File: config.mk
export PLATFORM = sky130hd
export DESIGN_NAME = operand_entry
export DESIGN_NICKNAME = d
export VERILOG_FILES = /design/src/rtl/keypad_pkg.sv /design/src/rtl/key_event_detect.sv /design/src/rtl/operand_entry.sv
export SDC_FILE = /design/constraint.sdc
export NUM_CORES = 1
export LEC_CHECK = 0
export ABC_AREA = 0
export CORE_MARGIN = 1
export CORE_UTILIZATION = 43
export DETAILED_ROUTE_END_ITERATION = 12
export HOLD_SLACK_MARGIN = 0.1
export PLACE_DENSITY = 0.7
export SYNTH_ARGS = -nofsm -noshare
export SYNTH_HDL_FRONTEND = slang
export SYNTH_SLANG_ARGS = --single-unit
File: constraint.sdc
create_clock -name clk -period 3.03 [get_ports clk]
set_input_delay 0.4545 -clock clk [delete_from_list [all_inputs] [get_ports clk]]
set_output_delay 0.4545 -clock clk [all_outputs]
set_load 0.02 [all_outputs]
File: src/rtl/keypad_pkg.sv
// Shared key codes, operation and entry-state encodings for the keypad calculator path.
package keypad_pkg;

    localparam int unsigned OPERAND_W = 10;

    localparam logic [3:0] KEY_ADD  = 4'd10;
    localparam logic [3:0] KEY_SUB  = 4'd11;
    localparam logic [3:0] KEY_MUL  = 4'd12;
    localparam logic [3:0] KEY_CLR  = 4'd13;
    localparam logic [3:0] KEY_EQ   = 4'd14;
    localparam logic [3:0] KEY_NONE = 4'd15;

    // 2'b11 is reserved and never produced
    typedef enum logic [1:0] {
        OpAdd = 2'b00,
        OpSub = 2'b01,
        OpMul = 2'b10
    } op_t;

    typedef enum logic [1:0] {
        StA   = 2'b00,
        StOp  = 2'b01,
        StB   = 2'b10,
        StReq = 2'b11
    } entry_state_t;

    // x*10 + d using shifts; the result wraps at OPERAND_W bits, which never
    // happens with the three-digit limit
    function automatic logic [OPERAND_W-1:0] acc_digit(input logic [OPERAND_W-1:0] x,
                                                       input logic [3:0] d);
        return (x << 3) + (x << 1) + {{(OPERAND_W-4){1'b0}}, d};
    endfunction

    function automatic logic is_digit(input logic [3:0] code);
        return code <= 4'd9;
    endfunction

    function automatic logic is_operator(input logic [3:0] code);
        return (code == KEY_ADD) || (code == KEY_SUB) || (code == KEY_MUL);
    endfunction

    // Only meaningful for operator codes
    function automatic op_t key_to_op(input logic [3:0] code);
        op_t o;
        unique case (code)
            KEY_SUB: o = OpSub;
            KEY_MUL: o = OpMul;
            default: o = OpAdd;
        endcase
        return o;
    endfunction

endpackage

File: src/rtl/key_event_detect.sv
// Turns a held key_valid level into a single-cycle event strobe with its code.
module key_event_detect (
    input  logic       clk,
    input  logic       reset,
    input  logic       key_valid,
    input  logic [3:0] key_code,
    output logic       key_event,
    output logic [3:0] event_code
);

    logic key_valid_q;

    // Remember the previous key_valid level for rising-edge detection
    always_ff @(posedge clk) begin
        if (reset) begin
            key_valid_q <= 1'b0;
        end else begin
            key_valid_q <= key_valid;
        end
    end

    // Code is consumed in the same cycle as the strobe, so it passes straight through
    always_comb begin
        key_event  = key_valid & ~key_valid_q;
        event_code = key_code;
    end

endmodule

File: src/rtl/operand_entry.sv
// Assembles keypad events into a two-operand arithmetic request with a valid/ready
// handshake toward the arithmetic stage.
// Optional feature: define OPERAND_TIMEOUT_EN to auto-clear an idle partial entry
// after TIMEOUT_CYCLES cycles.
module operand_entry
    import keypad_pkg::*;
#(
    parameter int unsigned MAX_DIGITS     = 3,
    parameter int unsigned TIMEOUT_CYCLES = 135_000_000
) (
    input  logic                 clk,
    input  logic                 reset,
    input  logic [3:0]           key_code,
    input  logic                 key_valid,
    output logic [OPERAND_W-1:0] operand_a,
    output logic [OPERAND_W-1:0] operand_b,
    output logic [1:0]           op,
    output logic                 req_valid,
    input  logic                 req_ready,
    output logic [OPERAND_W-1:0] display_value,
    output logic [1:0]           entry_state
);

    localparam int unsigned CNT_W = $clog2(MAX_DIGITS + 1);

    logic       key_event;
    logic [3:0] event_code;

    entry_state_t          state_q, state_d;
    logic [OPERAND_W-1:0]  a_q, a_d, b_q, b_d;
    op_t                   op_q, op_d;
    logic [CNT_W-1:0]      a_cnt_q, a_cnt_d, b_cnt_q, b_cnt_d;
    logic                  fresh_q, fresh_d;
    logic                  timeout_hit;

    key_event_detect u_key_event_detect (
        .clk        (clk),
        .reset      (reset),
        .key_valid  (key_valid),
        .key_code   (key_code),
        .key_event  (key_event),
        .event_code (event_code)
    );

`ifdef OPERAND_TIMEOUT_EN
    localparam int unsigned TMO_W = $clog2(TIMEOUT_CYCLES + 1);

    logic [TMO_W-1:0] idle_q, idle_d;
    logic             idle_active;

    // Idle counting only while a partial entry exists; a pending request never times out
    always_comb begin
        idle_active = ((state_q == StA) && (a_cnt_q != '0)) || (state_q == StOp) ||
                      (state_q == StB);
        timeout_hit = idle_active && !key_event &&
                      ((idle_q + 1'b1) == TMO_W'(TIMEOUT_CYCLES));
        idle_d      = (!idle_active || key_event || timeout_hit) ? '0 : idle_q + 1'b1;
    end

    // Idle counter register
    always_ff @(posedge clk) begin
        if (reset) begin
            idle_q <= '0;
        end else begin
            idle_q <= idle_d;
        end
    end
`else
    // Parameter kept for a uniform interface; only the timeout build uses it
    logic unused_timeout_cycles;
    assign unused_timeout_cycles = ^TIMEOUT_CYCLES;
    assign timeout_hit           = 1'b0;
`endif

    // Entry FSM next-state: clear first, then per-state key handling, then timeout
    always_comb begin
        state_d = state_q;
        a_d     = a_q;
        b_d     = b_q;
        op_d    = op_q;
        a_cnt_d = a_cnt_q;
        b_cnt_d = b_cnt_q;
        fresh_d = fresh_q;

        if ((key_event && event_code == KEY_CLR) || timeout_hit) begin
            state_d = StA;
            a_d     = '0;
            b_d     = '0;
            op_d    = OpAdd;
            a_cnt_d = '0;
            b_cnt_d = '0;
            fresh_d = 1'b0;
        end else begin
            unique case (state_q)
                StA: begin
                    if (key_event && is_digit(event_code)) begin
                        if (fresh_q) begin
                            // New calculation: drop the previous A
                            a_d     = acc_digit('0, event_code);
                            a_cnt_d = CNT_W'(1);
                            fresh_d = 1'b0;
                        end else if (a_cnt_q < CNT_W'(MAX_DIGITS)) begin
                            a_d     = acc_digit(a_q, event_code);
                            a_cnt_d = a_cnt_q + 1'b1;
                        end
                    end else if (key_event && is_operator(event_code) && a_cnt_q != '0) begin
                        // Also covers chaining the previous A after a completed request
                        op_d    = key_to_op(event_code);
                        state_d = StOp;
                        fresh_d = 1'b0;
                    end
                end
                StOp: begin
                    if (key_event && is_operator(event_code)) begin
                        op_d = key_to_op(event_code);
                    end else if (key_event && is_digit(event_code)) begin
                        b_d     = acc_digit('0, event_code);
                        b_cnt_d = CNT_W'(1);
                        state_d = StB;
                    end
                end
                StB: begin
                    if (key_event && is_digit(event_code)) begin
                        if (b_cnt_q < CNT_W'(MAX_DIGITS)) begin
                            b_d     = acc_digit(b_q, event_code);
                            b_cnt_d = b_cnt_q + 1'b1;
                        end
                    end else if (key_event && event_code == KEY_EQ) begin
                        state_d = StReq;
                    end
                end
                StReq: begin
                    if (req_ready) begin
                        state_d = StA;
                        fresh_d = 1'b1;
                    end
                end
                default: state_d = StA;
            endcase
        end
    end

    // Entry FSM state and operand registers
    always_ff @(posedge clk) begin
        if (reset) begin
            state_q <= StA;
            a_q     <= '0;
            b_q     <= '0;
            op_q    <= OpAdd;
            a_cnt_q <= '0;
            b_cnt_q <= '0;
            fresh_q <= 1'b0;
        end else begin
            state_q <= state_d;
            a_q     <= a_d;
            b_q     <= b_d;
            op_q    <= op_d;
            a_cnt_q <= a_cnt_d;
            b_cnt_q <= b_cnt_d;
            fresh_q <= fresh_d;
        end
    end

    // Outputs are pure functions of registered state, so req_ready never reaches req_valid
    always_comb begin
        operand_a     = a_q;
        operand_b     = b_q;
        op            = op_q;
        req_valid     = (state_q == StReq);
        display_value = (state_q == StB || state_q == StReq) ? b_q : a_q;
        entry_state   = state_q;
    end

endmodule
==> flow_summary.json <==
{
  "cts_made_buffers": 5,
  "fp.dieW_microns": 76.3,
  "syn_nets": 320,
  "yosys.area.top_type": "dfxtp_1",
  "status": "finished clean",
  "drv_slew": 0,
  "wire_per_inst_microns": 14.3,
  "synth_area_leaders": "dfxtp_1 (25%), ha_1 (18%), a21oi_1 (4.4%)",
  "critPathLaunch": "key_code[3]",
  "synth.ff_latch_count": 30,
  "drt_pass1_iterations": 4,
  "post-route-min-period_ns": 2.78,
  "grt-ovfl-total": 0,
  "irDropWorstVdd_uv": 269,
  "clkPwrFrac_pct": 28.2,
  "cts_buffer_depth": 2,
  "cts_tree": "done",
  "fillers": 520,
  "cp-end-kind": "flip-flop",
  "instances_no_fill": 392,
  "start_kind": "input port",
  "path_class": "in2reg",
  "drt-total-wl_mm": 5.62,
  "max-cap-violations": 0,
  "p_sw_share_pct": 33.9,
  "p_int_uw": 784,
  "leakagePower_nw": 1.25,
  "ys_warn_count": 0,
  "die_y_microns": 76.3,
  "htreeDepth": 2,
  "reg2reg_from": "operand_a[0]",
  "clkSinkCount": 30,
  "grt_max_degree": 19,
  "place_hpwl_mm": 4.38,
  "ys.flop_type": "dfxtp_1",
  "post-cts-setup-buffers": 0,
  "final-setup-viol-count": 0,
  "drive_gt1_share_pct": 10.6,
  "max_slew_margin_pct": 62.6,
  "cts-root-buf": "clkbuf_8",
  "via_per_inst": 5.42,
  "mappedNetlistArea_sq_mm": 0.00238,
  "grt_use_total_pct": 20.0,
  "crit_required_ns": 3.25,
  "cp_max_fo": 2,
  "ff_latch_area_sq_um": 601,
  "fmax_mhz": 360,
  "core_sq_mm": 0.00520,
  "grt_pass1_wl_mm": 9.45,
  "finClkSkew_ns": 0.00975,
  "yosysMostFrequentCell": "ha_1",
  "min_period_over_period_pct": 91.6,
  "worstPathArrival_ns": 3.00,
  "syn_inst": 273,
  "cts_hold_buf": 0,
  "synth_seq_area_share_pct": 25.3,
  "p_seq_share_pct": 37.8,
  "p_sw_uw": 402,
  "io_pins": 43,
  "drtIter0Drc": 105,
  "hold_path_class": "reg2reg",
  "hold_viol_final": 0,
  "post_cts_resized": 0,
  "worst_pin_slew_ns": 0.560,
  "initial_core_util_pct": 45.6,
  "finalPower_mw": 1.19,
  "multi_input_area_sq_mm": 0.00164,
  "area_growth_pct": 26.3,
  "fp.dieArea_sq_mm": 0.00583,
  "dp_cells": 384,
  "synth_edf_count": 0,
  "clk_pin_slew_worst_paths_ns": 0.06,
  "grt_pass1_vias": 2087,
  "via_count": 2126,
  "synthTopCellsByCount": "ha_1 (35), dfxtp_1 (30), nor2_1 (26)",
  "min_from": "b_cnt_q[1]",
  "clkLatencyLatePin_ns": 0.29,
  "yosys.area.top_type_share_pct": 25.3,
  "synth_area_per_cell_sq_um": 8.70,
  "fin_util_pct": 57.6,
  "powerDensity_mw_per_mm2": 395,
  "tns_ns": 0,
  "num_rows": 26,
  "ant_nets": 0,
  "antenna_cells": 0,
  "port_buffers": 42,
  "power.share.combinational_pct": 34.0,
  "nNetsFinal": 368,
  "gp_congestion": 0.880,
  "synth_async_sr_flop_share_pct": 0,
  "drc": 0,
  "antenna_found_initial": 0,
  "rsz0062_at_grt": "no",
  "ys_types": 51
}
-- metrics by stage --
step | hold slack [ns] | setup slack (ns) | cell area [sq um]
2_1_floorplan | 0.436 | 0.411 | 2380
3_5_place_dp | 0.454 | -0.00785 | 2910
3_3_place_gp | 0.443 | 0.0402 | 2910
5_1_grt | 0.497 | 0.0847 | 3000
6_report | 0.462 | 0.255 | 3000
4_1_cts | 0.463 | 0.274 | 3000
-- power by group through the flow --
stage | registers [mW] | logic [mW] | clock network (mW)
2_1_floorplan | 0.472 | 0.254 | 0
3_3_place_gp | 0.458 | 0.394 | 0
3_5_place_dp | 0.458 | 0.404 | 0
4_1_cts | 0.449 | 0.406 | 0.345
5_1_grt | 0.453 | 0.449 | 0.360
6_report | 0.448 | 0.403 | 0.334
-- cells by family (layout without fill, tap and decap cells) --
family	count (synthesis)	in the layout	share of synthesized area [%]
compound gates	63	63	19.2
xor+xnor	10	10	3.69
fa+ha+maj	39	39	21.8
buf+inv	34	83	5.90
flops	30	30	25.3
mux	14	14	6.32
simple gates	83	83	17.9
-- routing by layer --
| layer | wire, microns | share of wire, % | track usage (%) | up-vias |
|---|---|---|---|---|
| li1 | - | - | - | 1081 |
| met4 | 80 | 1.4 | 6.35 | 0 |
| met3 | 275 | 4.9 | 3.95 | 8 |
| met1 | 2530 | 45 | 23.7 | 973 |
| met2 | 2740 | 49 | 35.9 | 64 |
| met5 | 0 | 0 | 0 | - |
-- flip-flops by register name (all words and copies together), names as in the netlist --
register                        count
a_cnt_q                             2
b_cnt_q                             2
operand_a                          10
operand_b                          10
fresh_q                             1
op                                  2
entry_state                         2
u_key_event_detect.key_valid_q      1
-- worst max-delay path, cell delays in order --
cell and delay [ns]:
clkdlybuf4s50_1 0.48, inv_1 0.10, fa_1 0.53, fa_1 0.45, nor2b_1 0.17, o31a_1 0.16, o21ai_0 0.13, a2111oi_2 0.38
a211o_1 0.14
-- layout by cell type (no fill, tap or decap), types with 3 or more instances in the layout --
master	synthesis	layout
nand2b_1	5	5
o21ai_0	6	6
fa_1	4	4
nor2_1	26	26
nand3_1	6	6
mux2_2	8	8
nand2_1	17	17
a211oi_1	7	7
a21oi_1	21	21
buf_4	1	11
clkdlybuf4s50_1	0	42
nand4_1	5	5
nor2b_1	10	10
mux2i_1	6	6
ha_1	35	35
inv_1	22	22
dfxtp_1	30	30
clkbuf_8	0	6
xor2_1	3	3
xnor2_1	7	7
-- path summary, 6_finish.rpt --
check	endpoint	slack (ns)	cells after the start
setup / recovery	operand_a[8]	0.25	9
hold / removal	b_cnt_q[1]	0.46	2
hold reg to reg	b_cnt_q[1]	0.46	2
setup reg to reg	operand_a[8]	0.55	8
-- cell type report --
| class | instances | area share (%) |
|---|---|---|
| clock inverters | 1 | 0.167 |
| multi-input cells | 209 | 54.5 |
| flip-flops and latches | 30 | 20.0 |
| clock buffers | 7 | 2.88 |
| well taps | 70 | 2.92 |
| repair buffers | 53 | 16.8 |
| inverters | 22 | 2.75 |
No activity file was read; power rests on OpenSTA's default activity.
